## src/rtl/m68k_bus_pkg.sv

```systemverilog
// Shared types and constants for the TG68K / DMA memory bus arbiter.
package m68k_bus_pkg;

    // Upper bound for ADDR_W; the latched request carries this many address bits.
    localparam int BUS_ADDR_W = 32;

    localparam logic [2:0] FC_DMA = 3'b101;

    typedef enum logic [2:0] {
        IDLE,
        CPU_CYC,
        DMA_CYC,
        CPU_DONE,
        DMA_DONE
    } arb_state_t;

    typedef enum logic {
        MASTER_CPU,
        MASTER_DMA
    } master_t;

    typedef struct packed {
        logic [BUS_ADDR_W-1:0] addr;
        logic [2:0]            fc;
        logic                  we;
        logic [1:0]            be;
        logic [15:0]           wdata;
    } bus_req_t;

endpackage

```

## src/rtl/m68k_bus_arbiter_if.sv

```systemverilog
// Memory-side bus of the arbiter: the arbiter is the master, the memory fabric the slave.
interface m68k_bus_arbiter_if #(
    parameter int ADDR_W = 32
);
    logic              mem_req;
    logic [ADDR_W-1:0] mem_addr;
    logic [2:0]        mem_fc;
    logic              mem_we;
    logic [1:0]        mem_be;
    logic [15:0]       mem_wdata;
    logic [15:0]       mem_rdata;
    logic              mem_ack;

    modport master (
        output mem_req, mem_addr, mem_fc, mem_we, mem_be, mem_wdata,
        input  mem_rdata, mem_ack
    );

    modport slave (
        input  mem_req, mem_addr, mem_fc, mem_we, mem_be, mem_wdata,
        output mem_rdata, mem_ack
    );
endinterface

```

## src/rtl/m68k_bus_arbiter_timeout_ctr.sv

```systemverilog
// Cycle counter that flags a memory cycle which has waited TIMEOUT_CYCLES-1 cycles without an ack.
module bus_timeout_ctr #(
    parameter int TIMEOUT_CYCLES = 255
) (
    input  logic clk,
    input  logic nReset,
    input  logic clear,
    input  logic enable,
    output logic expired
);
    localparam int CW = $clog2(TIMEOUT_CYCLES);
    localparam logic [CW-1:0] LAST = CW'(TIMEOUT_CYCLES - 1);

    logic [CW-1:0] count;

    // Saturates at LAST so a stalled cycle can never wrap back to zero.
    always_ff @(posedge clk or negedge nReset) begin
        if (!nReset) begin
            count <= '0;
        end else if (clear) begin
            count <= '0;
        end else if (enable && !expired) begin
            count <= count + 1'b1;
        end
    end

    assign expired = (count == LAST);

endmodule

```

## src/rtl/m68k_bus_arbiter.sv

```systemverilog
// Round-robin arbiter sharing one 16-bit memory bus between the TG68K CPU and a DMA requester.
module m68k_bus_arbiter
    import m68k_bus_pkg::*;
#(
    parameter int TIMEOUT_CYCLES = 255,
    parameter int ADDR_W         = 32
) (
    input  logic              clk,
    input  logic              nReset,

    input  logic              cpu_req,
    input  logic [ADDR_W-1:0] cpu_addr,
    input  logic [2:0]        cpu_fc,
    input  logic [15:0]       cpu_wdata,
    input  logic              cpu_uds,
    input  logic              cpu_lds,
    input  logic              cpu_write,
    output logic              cpu_clk_en,
    output logic [15:0]       cpu_rdata,
    output logic              cpu_berr,

    input  logic              dma_req,
    input  logic [ADDR_W-1:0] dma_addr,
    input  logic [15:0]       dma_wdata,
    input  logic [1:0]        dma_be,
    input  logic              dma_write,
    output logic              dma_done,
    output logic [15:0]       dma_rdata,
    output logic              dma_err,

    m68k_bus_arbiter_if.master mem
);
    arb_state_t  state;
    arb_state_t  state_nxt;
    master_t     last_grant;
    bus_req_t    req_q;
    logic        mem_req_q;
    logic [15:0] cpu_rdata_q;
    logic [15:0] dma_rdata_q;
    logic        err_q;

    logic grant_cpu;
    logic grant_dma;
    logic no_strobe;
    logic in_cyc;
    logic ctr_clear;
    logic ctr_enable;
    logic tmo_expired;

    // A tie goes to whichever master did not win the previous grant.
    assign grant_cpu = (state == IDLE) && cpu_req && (!dma_req || last_grant == MASTER_DMA);
    assign grant_dma = (state == IDLE) && dma_req && !grant_cpu;
    assign no_strobe = cpu_uds && cpu_lds;
    assign in_cyc    = (state == CPU_CYC) || (state == DMA_CYC);

    bus_timeout_ctr #(
        .TIMEOUT_CYCLES(TIMEOUT_CYCLES)
    ) u_timeout (
        .clk    (clk),
        .nReset (nReset),
        .clear  (ctr_clear),
        .enable (ctr_enable),
        .expired(tmo_expired)
    );

    always_ff @(posedge clk or negedge nReset) begin
        if (!nReset) begin
            state <= IDLE;
        end else begin
            state <= state_nxt;
        end
    end

    always_comb begin
        state_nxt = state;
        case (state)
            IDLE: begin
                if (grant_cpu) begin
                    state_nxt = no_strobe ? CPU_DONE : CPU_CYC;
                end else if (grant_dma) begin
                    state_nxt = DMA_CYC;
                end
            end
            CPU_CYC:  if (mem.mem_ack || tmo_expired) state_nxt = CPU_DONE;
            DMA_CYC:  if (mem.mem_ack || tmo_expired) state_nxt = DMA_DONE;
            CPU_DONE: state_nxt = IDLE;
            DMA_DONE: state_nxt = IDLE;
            default:  state_nxt = IDLE;
        endcase
    end

    always_comb begin
        cpu_clk_en = !(cpu_req && state != CPU_DONE);
        cpu_berr   = (state == CPU_DONE) && err_q;
        dma_done   = (state == DMA_DONE);
        dma_err    = (state == DMA_DONE) && err_q;
        ctr_clear  = grant_cpu || grant_dma;
        ctr_enable = in_cyc;
    end

    // Request latch and completion data; an ack beats a simultaneous timeout.
    always_ff @(posedge clk or negedge nReset) begin
        if (!nReset) begin
            last_grant  <= MASTER_DMA;
            req_q       <= '0;
            mem_req_q   <= 1'b0;
            cpu_rdata_q <= '0;
            dma_rdata_q <= '0;
            err_q       <= 1'b0;
        end else begin
            case (state)
                IDLE: begin
                    if (grant_cpu) begin
                        last_grant <= MASTER_CPU;
                        req_q      <= '{addr:  BUS_ADDR_W'(cpu_addr),
                                        fc:    cpu_fc,
                                        we:    cpu_write,
                                        be:    ~{cpu_uds, cpu_lds},
                                        wdata: cpu_wdata};
                        err_q      <= 1'b0;
                        if (no_strobe) begin
                            cpu_rdata_q <= 16'hFFFF;
                        end else begin
                            mem_req_q <= 1'b1;
                        end
                    end else if (grant_dma) begin
                        last_grant <= MASTER_DMA;
                        req_q      <= '{addr:  BUS_ADDR_W'(dma_addr),
                                        fc:    FC_DMA,
                                        we:    dma_write,
                                        be:    dma_be,
                                        wdata: dma_wdata};
                        err_q      <= 1'b0;
                        mem_req_q  <= 1'b1;
                    end
                end
                CPU_CYC, DMA_CYC: begin
                    if (mem.mem_ack) begin
                        mem_req_q <= 1'b0;
                        err_q     <= 1'b0;
                        if (!req_q.we) begin
                            if (state == CPU_CYC) begin
                                cpu_rdata_q <= mem.mem_rdata;
                            end else begin
                                dma_rdata_q <= mem.mem_rdata;
                            end
                        end
                    end else if (tmo_expired) begin
                        mem_req_q <= 1'b0;
                        err_q     <= 1'b1;
                    end
                end
                default: ;
            endcase
        end
    end

    assign cpu_rdata     = cpu_rdata_q;
    assign dma_rdata     = dma_rdata_q;
    assign mem.mem_req   = mem_req_q;
    assign mem.mem_addr  = req_q.addr[ADDR_W-1:0];
    assign mem.mem_fc    = req_q.fc;
    assign mem.mem_we    = req_q.we;
    assign mem.mem_be    = req_q.be;
    assign mem.mem_wdata = req_q.wdata;

endmodule
```

## src/flat_wrapper.sv

```systemverilog
// flat-port wrapper written by rule: the top's interface ports become plain ports
module m68k_bus_arbiter_flat import m68k_bus_pkg::*;
#(
    parameter int TIMEOUT_CYCLES = 255,
    parameter int ADDR_W         = 32
)
  (clk, nReset, cpu_req, cpu_addr, cpu_fc, cpu_wdata, cpu_uds, cpu_lds, cpu_write, cpu_clk_en, cpu_rdata, cpu_berr, dma_req, dma_addr, dma_wdata, dma_be, dma_write, dma_done, dma_rdata, dma_err, mem_mem_req, mem_mem_addr, mem_mem_fc, mem_mem_we, mem_mem_be, mem_mem_wdata, mem_mem_rdata, mem_mem_ack);
  m68k_bus_arbiter_if #(.ADDR_W(ADDR_W)) mem_i ();
  input  logic clk;
  input  logic nReset;
  input  logic cpu_req;
  input  logic [ADDR_W-1:0] cpu_addr;
  input  logic [2:0] cpu_fc;
  input  logic [15:0] cpu_wdata;
  input  logic cpu_uds;
  input  logic cpu_lds;
  input  logic cpu_write;
  output logic cpu_clk_en;
  output logic [15:0] cpu_rdata;
  output logic cpu_berr;
  input  logic dma_req;
  input  logic [ADDR_W-1:0] dma_addr;
  input  logic [15:0] dma_wdata;
  input  logic [1:0] dma_be;
  input  logic dma_write;
  output logic dma_done;
  output logic [15:0] dma_rdata;
  output logic dma_err;
  output wire logic [$bits(mem_i.mem_req)-1:0] mem_mem_req;
  output wire logic [$bits(mem_i.mem_addr)-1:0] mem_mem_addr;
  output wire logic [$bits(mem_i.mem_fc)-1:0] mem_mem_fc;
  output wire logic [$bits(mem_i.mem_we)-1:0] mem_mem_we;
  output wire logic [$bits(mem_i.mem_be)-1:0] mem_mem_be;
  output wire logic [$bits(mem_i.mem_wdata)-1:0] mem_mem_wdata;
  input wire logic [$bits(mem_i.mem_rdata)-1:0] mem_mem_rdata;
  input wire logic [$bits(mem_i.mem_ack)-1:0] mem_mem_ack;
  assign mem_mem_req = mem_i.mem_req;
  assign mem_mem_addr = mem_i.mem_addr;
  assign mem_mem_fc = mem_i.mem_fc;
  assign mem_mem_we = mem_i.mem_we;
  assign mem_mem_be = mem_i.mem_be;
  assign mem_mem_wdata = mem_i.mem_wdata;
  assign mem_i.mem_rdata = mem_mem_rdata;
  assign mem_i.mem_ack = mem_mem_ack;
  m68k_bus_arbiter #(.TIMEOUT_CYCLES(TIMEOUT_CYCLES), .ADDR_W(ADDR_W)) u_core (.clk(clk), .nReset(nReset), .cpu_req(cpu_req), .cpu_addr(cpu_addr), .cpu_fc(cpu_fc), .cpu_wdata(cpu_wdata), .cpu_uds(cpu_uds), .cpu_lds(cpu_lds), .cpu_write(cpu_write), .cpu_clk_en(cpu_clk_en), .cpu_rdata(cpu_rdata), .cpu_berr(cpu_berr), .dma_req(dma_req), .dma_addr(dma_addr), .dma_wdata(dma_wdata), .dma_be(dma_be), .dma_write(dma_write), .dma_done(dma_done), .dma_rdata(dma_rdata), .dma_err(dma_err), .mem(mem_i));
endmodule
```

## config.mk

```make
export PLATFORM = sky130hd
export DESIGN_NAME = m68k_bus_arbiter_flat
export DESIGN_NICKNAME = d
export VERILOG_FILES = /design/src/rtl/m68k_bus_pkg.sv /design/src/rtl/m68k_bus_arbiter_if.sv /design/src/rtl/m68k_bus_arbiter_timeout_ctr.sv /design/src/rtl/m68k_bus_arbiter.sv /design/src/flat_wrapper.sv
export SDC_FILE = /design/constraint.sdc
export NUM_CORES = 1
export LEC_CHECK = 0
export CORE_MARGIN = 3
export CORE_UTILIZATION = 44
export DETAILED_ROUTE_END_ITERATION = 16
export PLACE_DENSITY = 0.86
export SLEW_MARGIN = 15
export SYNTH_ARGS = -nofsm -noshare
export SYNTH_HDL_FRONTEND = slang
export SYNTH_HIERARCHICAL = 1
export SYNTH_SLANG_ARGS = --single-unit
export TNS_END_PERCENT = 20
```

## constraint.sdc

```tcl
create_clock -name clk -period 4.07 [get_ports clk]
set_input_delay 0.6105 -clock clk [delete_from_list [all_inputs] [get_ports clk]]
set_output_delay 0.6105 -clock clk [all_outputs]
set_load 0.02 [all_outputs]
```

==> metrics.txt <==
top_reg_cell synth dfrtp_1; CTS Buffer Depth 2; routability cong. 0.8038; vias per cell 5.308; Net Switching 2224 µW; max cap viols 0; final max-slew violation count 0; initial antenna violation count 0; pin count of the biggest net entering global routing 82; DRT iter0 DRCs 256; Hold Vio Cnt, Final 0; Multi-input gate area 1859 µm²; Setup crit start u_core/state[2]; worst skew pair latency 0.36 ns; outcome finished clean; gr ovfl total 0; RSZ-0062 raised after global routing no; CP max FO 13; Lkg Pwr 0.002928 µW; via count 4209; TritonRoute pass-1 iters 5; post-DP HPWL 9663 µm; Worst slew margin 0.3296; Clock transition at path regs 0.10 ns; Final Total Pwr 5299 µW; Peak VDD IR 0.0003917 V; combinational power share 0.538; number of synthesized flops with an enable pin 0; sequential area share after synthesis 0.5520; dpl ws 1.327 ns; Layout area overhead 53.52%; Switching Share 0.4196; # port buffers 216; most frequent cells in the layout clkdlybuf4s50_1 (215), a21oi_1 (107), dfrtp_1 (99), nor2_1 (65), nand2_1 (54); CP Launch Type flop; Routed wire per std cell 16.78 µm; post-route setup slack 1.354 ns; post_cts resized 0; worst slew pin tran 1.006 ns; NumNets Final 783; Seq pwr share 0.330; fmax 0.3681 GHz; share of layout cells above drive strength 1 0.08030; cell internal pwr 3075 µW; Hold Path Class input port to async pin; die extent in x 107.5 µm; async set-reset flop share out of synthesis 1.000; hold slack final 0.4113 ns; post-layout util 0.7027; Setup Fix Bufs, Post-CTS 0; Synthesized Nets 584; FF+latch count, synth 100; cells after synthesis 456; CP Class flop to primary output; # DRC 0; setup TNS 0 ns; Pwr Density 761.0 nW/µm²; CTS Hold Bufs 0; crit share post-route 0.6674; CORE AREA 9910 µm²; Avg Cell Area, Syn 9.946 µm²; final antenna-violating net count 0; WP data arrival 2.11 ns; min Tclk post-route 2.716 ns; global-route wire length before repair 21160 µm; Starting Density 0.4577; overall global routing resource usage 0.2278; final WL 13310 µm; CP endpoint kind primary output; n_diodes 0; Ys Warns 6; fill count 763; I/O Pins 217; clock buffer count from CTS 9; Die Y 107.5 µm; synthesized area 4536 µm²; Root Driver clkbuf_8; DIE AREA 11560 µm²; FF/Latch Area 2504 µm²; Final setup viols 0; clock network power share 0.132; vias in the first global route 4282; # rows 36; worst r2r src u_core/state[0]; H-Tree Level Count 3; commonest non-fill, non-tap cell in the layout clkdlybuf4s50_1; CTS tree yes; WP data required 3.46 ns; Distinct cells, synth 48; total clock sinks 100; Layout Skew 0.01829 ns
==> synthesized netlist by cell type (3+ instances only) <==
cell type / n / share of area
mux2_4: 13 / 0.043
nor2_1: 65 / 0.054
nand3_1: 6 / 0.0066
a22o_1: 3 / 0.0058
dfrtp_1: 99 / 0.55
mux2_2: 7 / 0.017
nor3b_1: 3 / 0.0050
nor2b_1: 4 / 0.0055
buf_2: 11 / 0.012
nand2_1: 54 / 0.045
and3_1: 3 / 0.0041
o22a_1: 18 / 0.035
a21oi_1: 107 / 0.12
clkbuf_1: 15 / 0.012
==> registers in the layout, summed over array words and instances, names as in the netlist <==
signal	count
u_core/mem.mem_be	2
u_core/mem.mem_req	1
u_core/last_grant	1
u_core/mem.mem_fc	3
u_core/u_timeout/count	8
u_core/mem.mem_wdata	16
u_core/cpu_rdata	16
u_core/dma_rdata	16
u_core/mem.mem_addr	32
u_core/err_q	1
u_core/state	3
u_core/mem.mem_we	1
==> cells by family after synthesis <==
kind of cell	after synthesis	synth area share
flops	100	0.5520
compound gates	148	0.1956
mux	20	0.06042
simple gates	149	0.1426
fa+ha+maj	2	0.005516
xor+xnor	1	0.001931
buf+inv	36	0.04193
==> path summary, 6_finish.rpt <==
path,end,cells after the start,slack (ns)
worst max register to register,u_core/mem.mem_wdata[14],4,1.57
min in group clk,u_core/cpu_rdata[11],1,0.50
worst min-delay path,u_core/dma_rdata[0],1,0.41
max in group asynchronous,u_core/mem.mem_addr[23],2,2.79
worst max-delay path,dma_err,3,1.35
worst min register to register,u_core/cpu_rdata[11],1,0.50
==> per-stage QoR <==
stage / instance area, µm² / instances
after floorplan: 4536 / 456
after global placement: 6736 / 777
after detailed placement: 6736 / 777
after CTS: 6963 / 793
after global routing: 6963 / 793
final: 6963 / 793
==> critical path: stages, from the launching register on <==
cell and delay [ns]:
dfrtp_1 0.64, nor3b_1 0.33, and2_1 0.18, clkdlybuf4s50_1 0.61
==> power groups by stage <==
stage                     sequential, µW  clock [µW]  combinational (µW)
after floorplan                     2190           0                1170
after global placement              1730           0                2790
after detailed placement            1770           0                2860
after CTS                           1750         718                2870
after global routing                1810         762                3070
final                               1750         700                2850
==> layer usage <==
metal / vias up / global-route usage / share of wire
li1: 1981 / - / -
met2: 167 / 0.3917 / 0.51
met1: 2041 / 0.2859 / 0.41
met5: - / 0 / 0
met4: 0 / 0.06853 / 0.021
met3: 20 / 0.05219 / 0.062
==> final cells by class <==
cell class                 count  share of cell area
multi-input combinational    320              0.2670
timing repair buffer         220              0.3145
clock buffer                   9             0.01779
clock inverter                 7             0.01473
inverter                       4            0.002516
tap                          133             0.02390
sequential                   100              0.3596
(Power assumes the default switching activity.)
